**src/rtl/uart_tx_arb.sv**
```systemverilog
// ---------------------------------------------------------------------------
// uart_tx_arb
//
// Shares one UART byte transmitter between NREQ requesters. Ownership is
// granted round-robin and held for a whole packet: the owner keeps sending
// bytes until it flags i_last or drops its request. Only then is the
// transmitter re-arbitrated. A transmitter handshake of start pulse, ready
// low, then ready high paces each byte.
//
// Parameters
//   NREQ        number of requesters (2..8)
//   CLOG        pointer width, ceil(log2(NREQ))
//
// Ports
//   clk         system clock, rising edge
//   rstn        asynchronous active-low reset
//   i_req       per-requester byte valid, bit k = requester k
//   i_data      per-requester byte, requester k on [8k+7:8k]
//   i_last      per-requester end-of-packet flag, qualified by i_req
//   o_ack       one-cycle pulse: byte of requester k consumed
//   o_grant     one-hot current owner, zero when nobody owns the link
//   o_tx_start  one-cycle start pulse to the transmitter
//   o_tx_data   byte to the transmitter; holds the last issued byte
//   i_tx_ready  transmitter idle flag
//   o_busy      high whenever the arbiter is not idle
// ---------------------------------------------------------------------------
module uart_tx_arb #(
    parameter int NREQ = 4,
    parameter int CLOG = 2
) (
    input  logic              clk,
    input  logic              rstn,
    input  logic [NREQ-1:0]   i_req,
    input  logic [8*NREQ-1:0] i_data,
    input  logic [NREQ-1:0]   i_last,
    output logic [NREQ-1:0]   o_ack,
    output logic [NREQ-1:0]   o_grant,
    output logic              o_tx_start,
    output logic [7:0]        o_tx_data,
    input  logic              i_tx_ready,
    output logic              o_busy
);

    // One-hot state encoding.
    localparam logic [3:0] S_IDLE      = 4'b0001;
    localparam logic [3:0] S_ISSUE     = 4'b0010;
    localparam logic [3:0] S_WAIT_BUSY = 4'b0100;
    localparam logic [3:0] S_WAIT_DONE = 4'b1000;

    localparam logic [CLOG:0]   NREQ_W    = (CLOG+1)'(NREQ);
    localparam logic [CLOG-1:0] LAST_IDX  = CLOG'(NREQ-1);
    localparam logic [NREQ-1:0] ONE_VEC   = {{(NREQ-1){1'b0}}, 1'b1};

    logic [3:0]      r_state;
    logic [3:0]      w_next;
    logic [CLOG-1:0] r_owner;
    logic [CLOG-1:0] r_last_owner;
    logic            r_last_q;
    logic [NREQ-1:0] r_grant;
    logic [NREQ-1:0] r_ack;
    logic            r_tx_start;
    logic [7:0]      r_tx_data;

    logic [CLOG-1:0] w_pick;
    logic            w_found;
    logic [CLOG:0]   w_sum;
    logic [CLOG-1:0] w_issue_owner;
    logic            w_legal;
    logic            w_pkt_end;

    // Round-robin search: start one past the previous packet owner and walk
    // upward with wrap-around; the first requester found wins. The sum is one
    // bit wider than the pointer so the wrap is a single conditional subtract.
    always_comb begin
        w_pick  = '0;
        w_found = 1'b0;
        w_sum   = '0;
        for (int off = 1; off <= NREQ; off++) begin
            w_sum = {1'b0, r_last_owner} + (CLOG+1)'(off);
            if (w_sum >= NREQ_W) begin
                w_sum = w_sum - NREQ_W;
            end
            if (!w_found && i_req[w_sum[CLOG-1:0]]) begin
                w_found = 1'b1;
                w_pick  = w_sum[CLOG-1:0];
            end
        end
    end

    // A packet closes when the transmitter returns to idle and the owner
    // either marked its last byte or has stopped requesting (abandoned).
    assign w_pkt_end = (r_state == S_WAIT_DONE) && i_tx_ready &&
                       (r_last_q || !i_req[r_owner]);

    // From IDLE the owner is the freshly arbitrated winner; from WAIT_DONE
    // the packet continues with the existing owner.
    assign w_issue_owner = (r_state == S_IDLE) ? w_pick : r_owner;

    assign w_legal = (r_state == S_IDLE)      || (r_state == S_ISSUE) ||
                     (r_state == S_WAIT_BUSY) || (r_state == S_WAIT_DONE);

    // Next-state logic. Any encoding outside the four legal one-hot codes
    // falls back to IDLE on the following edge.
    always_comb begin
        w_next = S_IDLE;
        case (r_state)
            S_IDLE: begin
                if (w_found && i_tx_ready) begin
                    w_next = S_ISSUE;
                end else begin
                    w_next = S_IDLE;
                end
            end
            S_ISSUE: begin
                w_next = S_WAIT_BUSY;
            end
            S_WAIT_BUSY: begin
                if (!i_tx_ready) begin
                    w_next = S_WAIT_DONE;
                end else begin
                    w_next = S_WAIT_BUSY;
                end
            end
            S_WAIT_DONE: begin
                if (!i_tx_ready) begin
                    w_next = S_WAIT_DONE;
                end else if (!r_last_q && i_req[r_owner]) begin
                    w_next = S_ISSUE;
                end else begin
                    w_next = S_IDLE;
                end
            end
            default: begin
                w_next = S_IDLE;
            end
        endcase
    end

    // State register.
    always_ff @(posedge clk or negedge rstn) begin
        if (!rstn) begin
            r_state <= S_IDLE;
        end else begin
            r_state <= w_next;
        end
    end

    // Issue path. Start, ack, data and the last flag are all loaded on the
    // edge that enters ISSUE, so they are valid together for exactly the one
    // ISSUE cycle. The data register is left alone otherwise so the
    // transmitter always sees the last issued byte.
    always_ff @(posedge clk or negedge rstn) begin
        if (!rstn) begin
            r_tx_start <= 1'b0;
            r_ack      <= '0;
            r_tx_data  <= 8'h00;
            r_last_q   <= 1'b0;
            r_owner    <= '0;
        end else if (w_next == S_ISSUE) begin
            r_tx_start <= 1'b1;
            r_ack      <= ONE_VEC << w_issue_owner;
            r_tx_data  <= i_data[{w_issue_owner, 3'b000} +: 8];
            r_last_q   <= i_last[w_issue_owner];
            r_owner    <= w_issue_owner;
        end else begin
            r_tx_start <= 1'b0;
            r_ack      <= '0;
        end
    end

    // Grant and fairness pointer. The grant is set on entry to ISSUE from
    // IDLE and held across every byte of the packet; the pointer moves only
    // when a packet finishes, so a multi-byte packet counts as one turn.
    always_ff @(posedge clk or negedge rstn) begin
        if (!rstn) begin
            r_grant      <= '0;
            r_last_owner <= LAST_IDX;
        end else if (!w_legal) begin
            r_grant <= '0;
        end else if ((r_state == S_IDLE) && (w_next == S_ISSUE)) begin
            r_grant <= ONE_VEC << w_pick;
        end else if (w_pkt_end) begin
            r_grant      <= '0;
            r_last_owner <= r_owner;
        end
    end

    assign o_tx_start = r_tx_start;
    assign o_ack      = r_ack;
    assign o_tx_data  = r_tx_data;
    assign o_grant    = r_grant;
    // An illegal state code must not look busy to the outside world.
    assign o_busy     = w_legal && (r_state != S_IDLE);

endmodule

```
**config.mk**
```make
export PLATFORM = sky130hd
export DESIGN_NAME = uart_tx_arb
export DESIGN_NICKNAME = d
export VERILOG_FILES = /design/src/rtl/uart_tx_arb.sv
export SDC_FILE = /design/constraint.sdc
export NUM_CORES = 1
export LEC_CHECK = 0
export CAP_MARGIN = 20
export CELL_PAD_IN_SITES_DETAIL_PLACEMENT = 2
export CELL_PAD_IN_SITES_GLOBAL_PLACEMENT = 2
export CORE_UTILIZATION = 23
export DETAILED_ROUTE_END_ITERATION = 10
export PLACE_DENSITY_LB_ADDON = 0.1
export SYNTH_ARGS = -nofsm -noshare
export SYNTH_HDL_FRONTEND = slang
export SYNTH_SLANG_ARGS = --single-unit
```
**constraint.sdc**
```tcl
create_clock -name clk -period 2.5 [get_ports clk]
set_input_delay 0.625 -clock clk [delete_from_list [all_inputs] [get_ports clk]]
set_output_delay 0.625 -clock clk [all_outputs]
set_load 0.01 [all_outputs]
```
==> key figures <==
Outcome
  • Status: complete, no violations

Cells and area
  • Fill cells: slightly below 700
  • Antenna Cells: 0
  • Multi-input logic area: about 740 sq um
  • FF/Latch Area: roughly 660 sq um
  • P&R area growth vs syn: 62.8%
  • Fin cells: roughly 320
  • Layout cell share with drive strength beyond 1: between 10% and 20%
  • Fin nets: 286
  • Final Core Density: between 30% and 40%

STA
  • Min Tclk post-route: 2.37 ns
  • Final Max Tran Viols: 0
  • Worst clock skew: 0.00706 ns
  • Fmax: between 400 and 500 MHz
  • Final period util: 94.8%
  • Max_slew headroom: about three quarters
  • Number of hold violations in the final report: 0
  • Slew @ Worst Pin: 0.386 ns
  • Final setup fails: 0
  • RSZ-0062 raised after global routing: no

GRT
  • Grt total ovfl: 0
  • All-Layer GR Usage: roughly 17%
  • Initial antenna violation count: 0
  • First-pass GRT wire length: 8.57 mm
  • Largest net degree at the start of global routing: 27
  • Vias in the first global route: ~1700

Clocking
  • Clock Latency Late Sink: 0.27 ns
  • Post-CTS Setup Bufs: 0
  • # hold bufs at CTS: 0
  • Reg clk slew, reported paths: approximately 0.1 ns
  • CTS Sinks: 26
  • Root buffer cell: clkbuf_8
  • Max H-tree Level: 1
  • CTS tree: yes
  • Max clock buf depth: 2
  • CTS Buf Count: 3

Logic synthesis
  • Mean Syn Cell Area: approximately 9 sq um
  • Sequential cell area fraction in the yosys report: a little under half
  • Commonest cells post-synth: nor2_1 (32), nand2_1 (24), dfrtp_1 (23)
  • Number of enable flip-flop cells after synthesis: 0
  • Async SR Flop Fraction: 100%
  • Cell area after synthesis: approximately 0.0014 sq mm
  • Syn nets: roughly 200
  • Cell variety after synth: 32
  • Largest area contributor in the netlist: dfrtp_1
  • Yosys reg bits: 26
  • Synth top area cells: dfrtp_1 (40%), a211oi_1 (9.4%), nor2_1 (8.3%)
  • Synth top area share: roughly two fifths
  • Main synth FF type: dfrtp_1
  • Synth Warn #: 0
  • Mapped Cells: 163
  • Top-count cell post-synth: nor2_1

Placed design
  • Routability cong.: 0.761
  • PortBufs: 60
  • DP Wirelength: about 4.2 mm
  • Placed Instances: 312

Floorplan
  • Initial Util: between 20% and 30%
  • Die Width: between 80 and 90 microns
  • I/O pins: 61
  • Core area: 0.00599 sq mm
  • Std-Cell Rows: 28
  • Die Ht: about 80 microns
  • Die ar.: 0.00658 sq mm

Route
  • Met2 wire length: 2.73 mm
  • Top Layer Used: met4
  • Met3 wire length: approximately 170 microns
  • WL met1: between 2 and 2.5 mm
  • WL final: ~5.3 mm
  • DR WL/cell: 16.8 microns
  • Via total after detailed routing: between 1500 and 2000
  • Initial detailed-routing violation count: 43
  • Post-detailed-route count of antenna-violating nets: 0
  • DR vias/cell: 4.88
  • First-pass DRT Iterations: 4
  • DR DRC count: 0

Setup path
  • Critical Path End Type: flip-flop
  • Setup CP Type: primary input to flip-flop
  • Data arrival, critical path: ~2.5 ns
  • CP max FO: 10
  • Startpoint Class: primary input
  • Worst reg2reg path depth: 6
  • Req. time, crit path: between 2 and 3 ns

Power
  • Switching Fraction: 40.4%
  • PwrDens: around 1000 mW/mm^2
  • P_sw: between 0.9 and 1 mW
  • Cell leakage power: 0.985 nW
  • Comb power frac: roughly three fifths
  • Clock power frac: around 11%
  • Flop pwr share: a little under a third
  • Max IR drop VDD: 0.389 mV
  • Cell Int Power: 1.39 mW

Hold path
  • WHS Path Cells: 2
  • Worst hold path type: flip-flop to flip-flop

Run
  • Max_cap viols: 0
## per-layer routing
layer	vias to the layer above	track usage (%)
met4	0	3.75
met2	29	31.5
met5	-	0
li1	737	-
met1	778	22.0
met3	2	2.13
## final cells by class
type                       instances  area share, %
timing repair buffer              84           34.5
tap                               75           4.00
multi-input combinational        127           31.4
inverter                           1          0.160
clock buffer                       4           1.92
sequential                        26           28.0
## final timing paths
kind                                        startpoint  slack [ns]                     endpoint
max reg2reg                       r_state[0]$_DFF_PN1_        0.27     o_tx_data[2]$_DFFE_PN0P_
min                        r_last_owner[1]$_DFFE_PN1P_        0.53  r_last_owner[1]$_DFFE_PN1P_
max in group asynchronous                         rstn        1.46  r_last_owner[0]$_DFFE_PN1P_
max                                         i_tx_ready        0.13     o_tx_data[2]$_DFFE_PN0P_
min in group asynchronous                         rstn        0.72           o_ack[3]$_DFF_PN0_
min reg2reg                r_last_owner[1]$_DFFE_PN1P_        0.53  r_last_owner[1]$_DFFE_PN1P_
## cells by family (layout without fill, tap and decap cells)
| family | after synthesis | count (layout) | synth area share [%] |
|---|---|---|---|
| compound gates | 44 | 44 | 19.9 |
| buf+inv | 10 | 89 | 3.91 |
| xor+xnor | 2 | 2 | 1.22 |
| mux | 4 | 4 | 4.17 |
| simple gates | 77 | 77 | 25.4 |
| flops | 26 | 26 | 45.4 |
## critical path, stage by stage
cell	delay [ns]
clkdlybuf4s50_1	0.54
nand2_1	0.06
or4_1	0.46
o21ai_2	0.23
nand2b_1	0.08
buf_4	0.18
a211oi_1	0.26
a211oi_1	0.10
## through the flow
step	area, sq um	TNS (ns)	worst slack, ns	total power, mW	hold slack [ns]
3_3_place_gp	2270	-1.19	-0.135	1.99	0.500
4_1_cts	2330	0	0.00576	2.37	0.537
6_report	2340	0	0.130	2.34	0.528
5_1_grt	2340	0	0.0336	2.53	0.566
2_1_floorplan	1440	0	0.323	1.38	0.329
3_5_place_dp	2270	-3.49	-0.342	2.06	0.521
## cells in the final DEF, fill, tap and decap left out, types with 3 or more instances in the layout
master / netlist / final
clkdlybuf4s50_1: 0 / 57
nor2_1: 32 / 32
nand2_1: 24 / 24
dfrtp_1: 23 / 21
buf_4: 0 / 21
a211oi_1: 18 / 18
a21oi_1: 11 / 11
nand2b_1: 6 / 6
o21ai_0: 6 / 6
nor3_1: 4 / 4
a32oi_1: 4 / 4
clkbuf_8: 0 / 3
dlymetal6s2s_1: 0 / 3
dfstp_2: 3 / 3
## sequential cells by signal (all words and copies together), names as in the netlist
| signal | cells |
|---|---|
| o_tx_start | 1 |
| r_state | 4 |
| o_tx_data | 8 |
| r_last_owner | 2 |
| r_owner | 2 |
| o_grant | 4 |
| r_last_q | 1 |
| o_ack | 4 |
## repair_timing
item                       4_1_cts  5_1_grt
pin swaps                        0        4
cloned                           1        0
setup endpoints to repair        6       10
gates resized for setup          3        7
## power by group through the flow
stage          sequential, mW  combinational, mW  clock (mW)
2_1_floorplan           0.724              0.657           0
3_3_place_gp            0.703               1.29           0
3_5_place_dp            0.717               1.34           0
4_1_cts                 0.708               1.39       0.271
5_1_grt                 0.728               1.51       0.285
6_report                0.704               1.37       0.259
(Power assumes the default switching activity.)
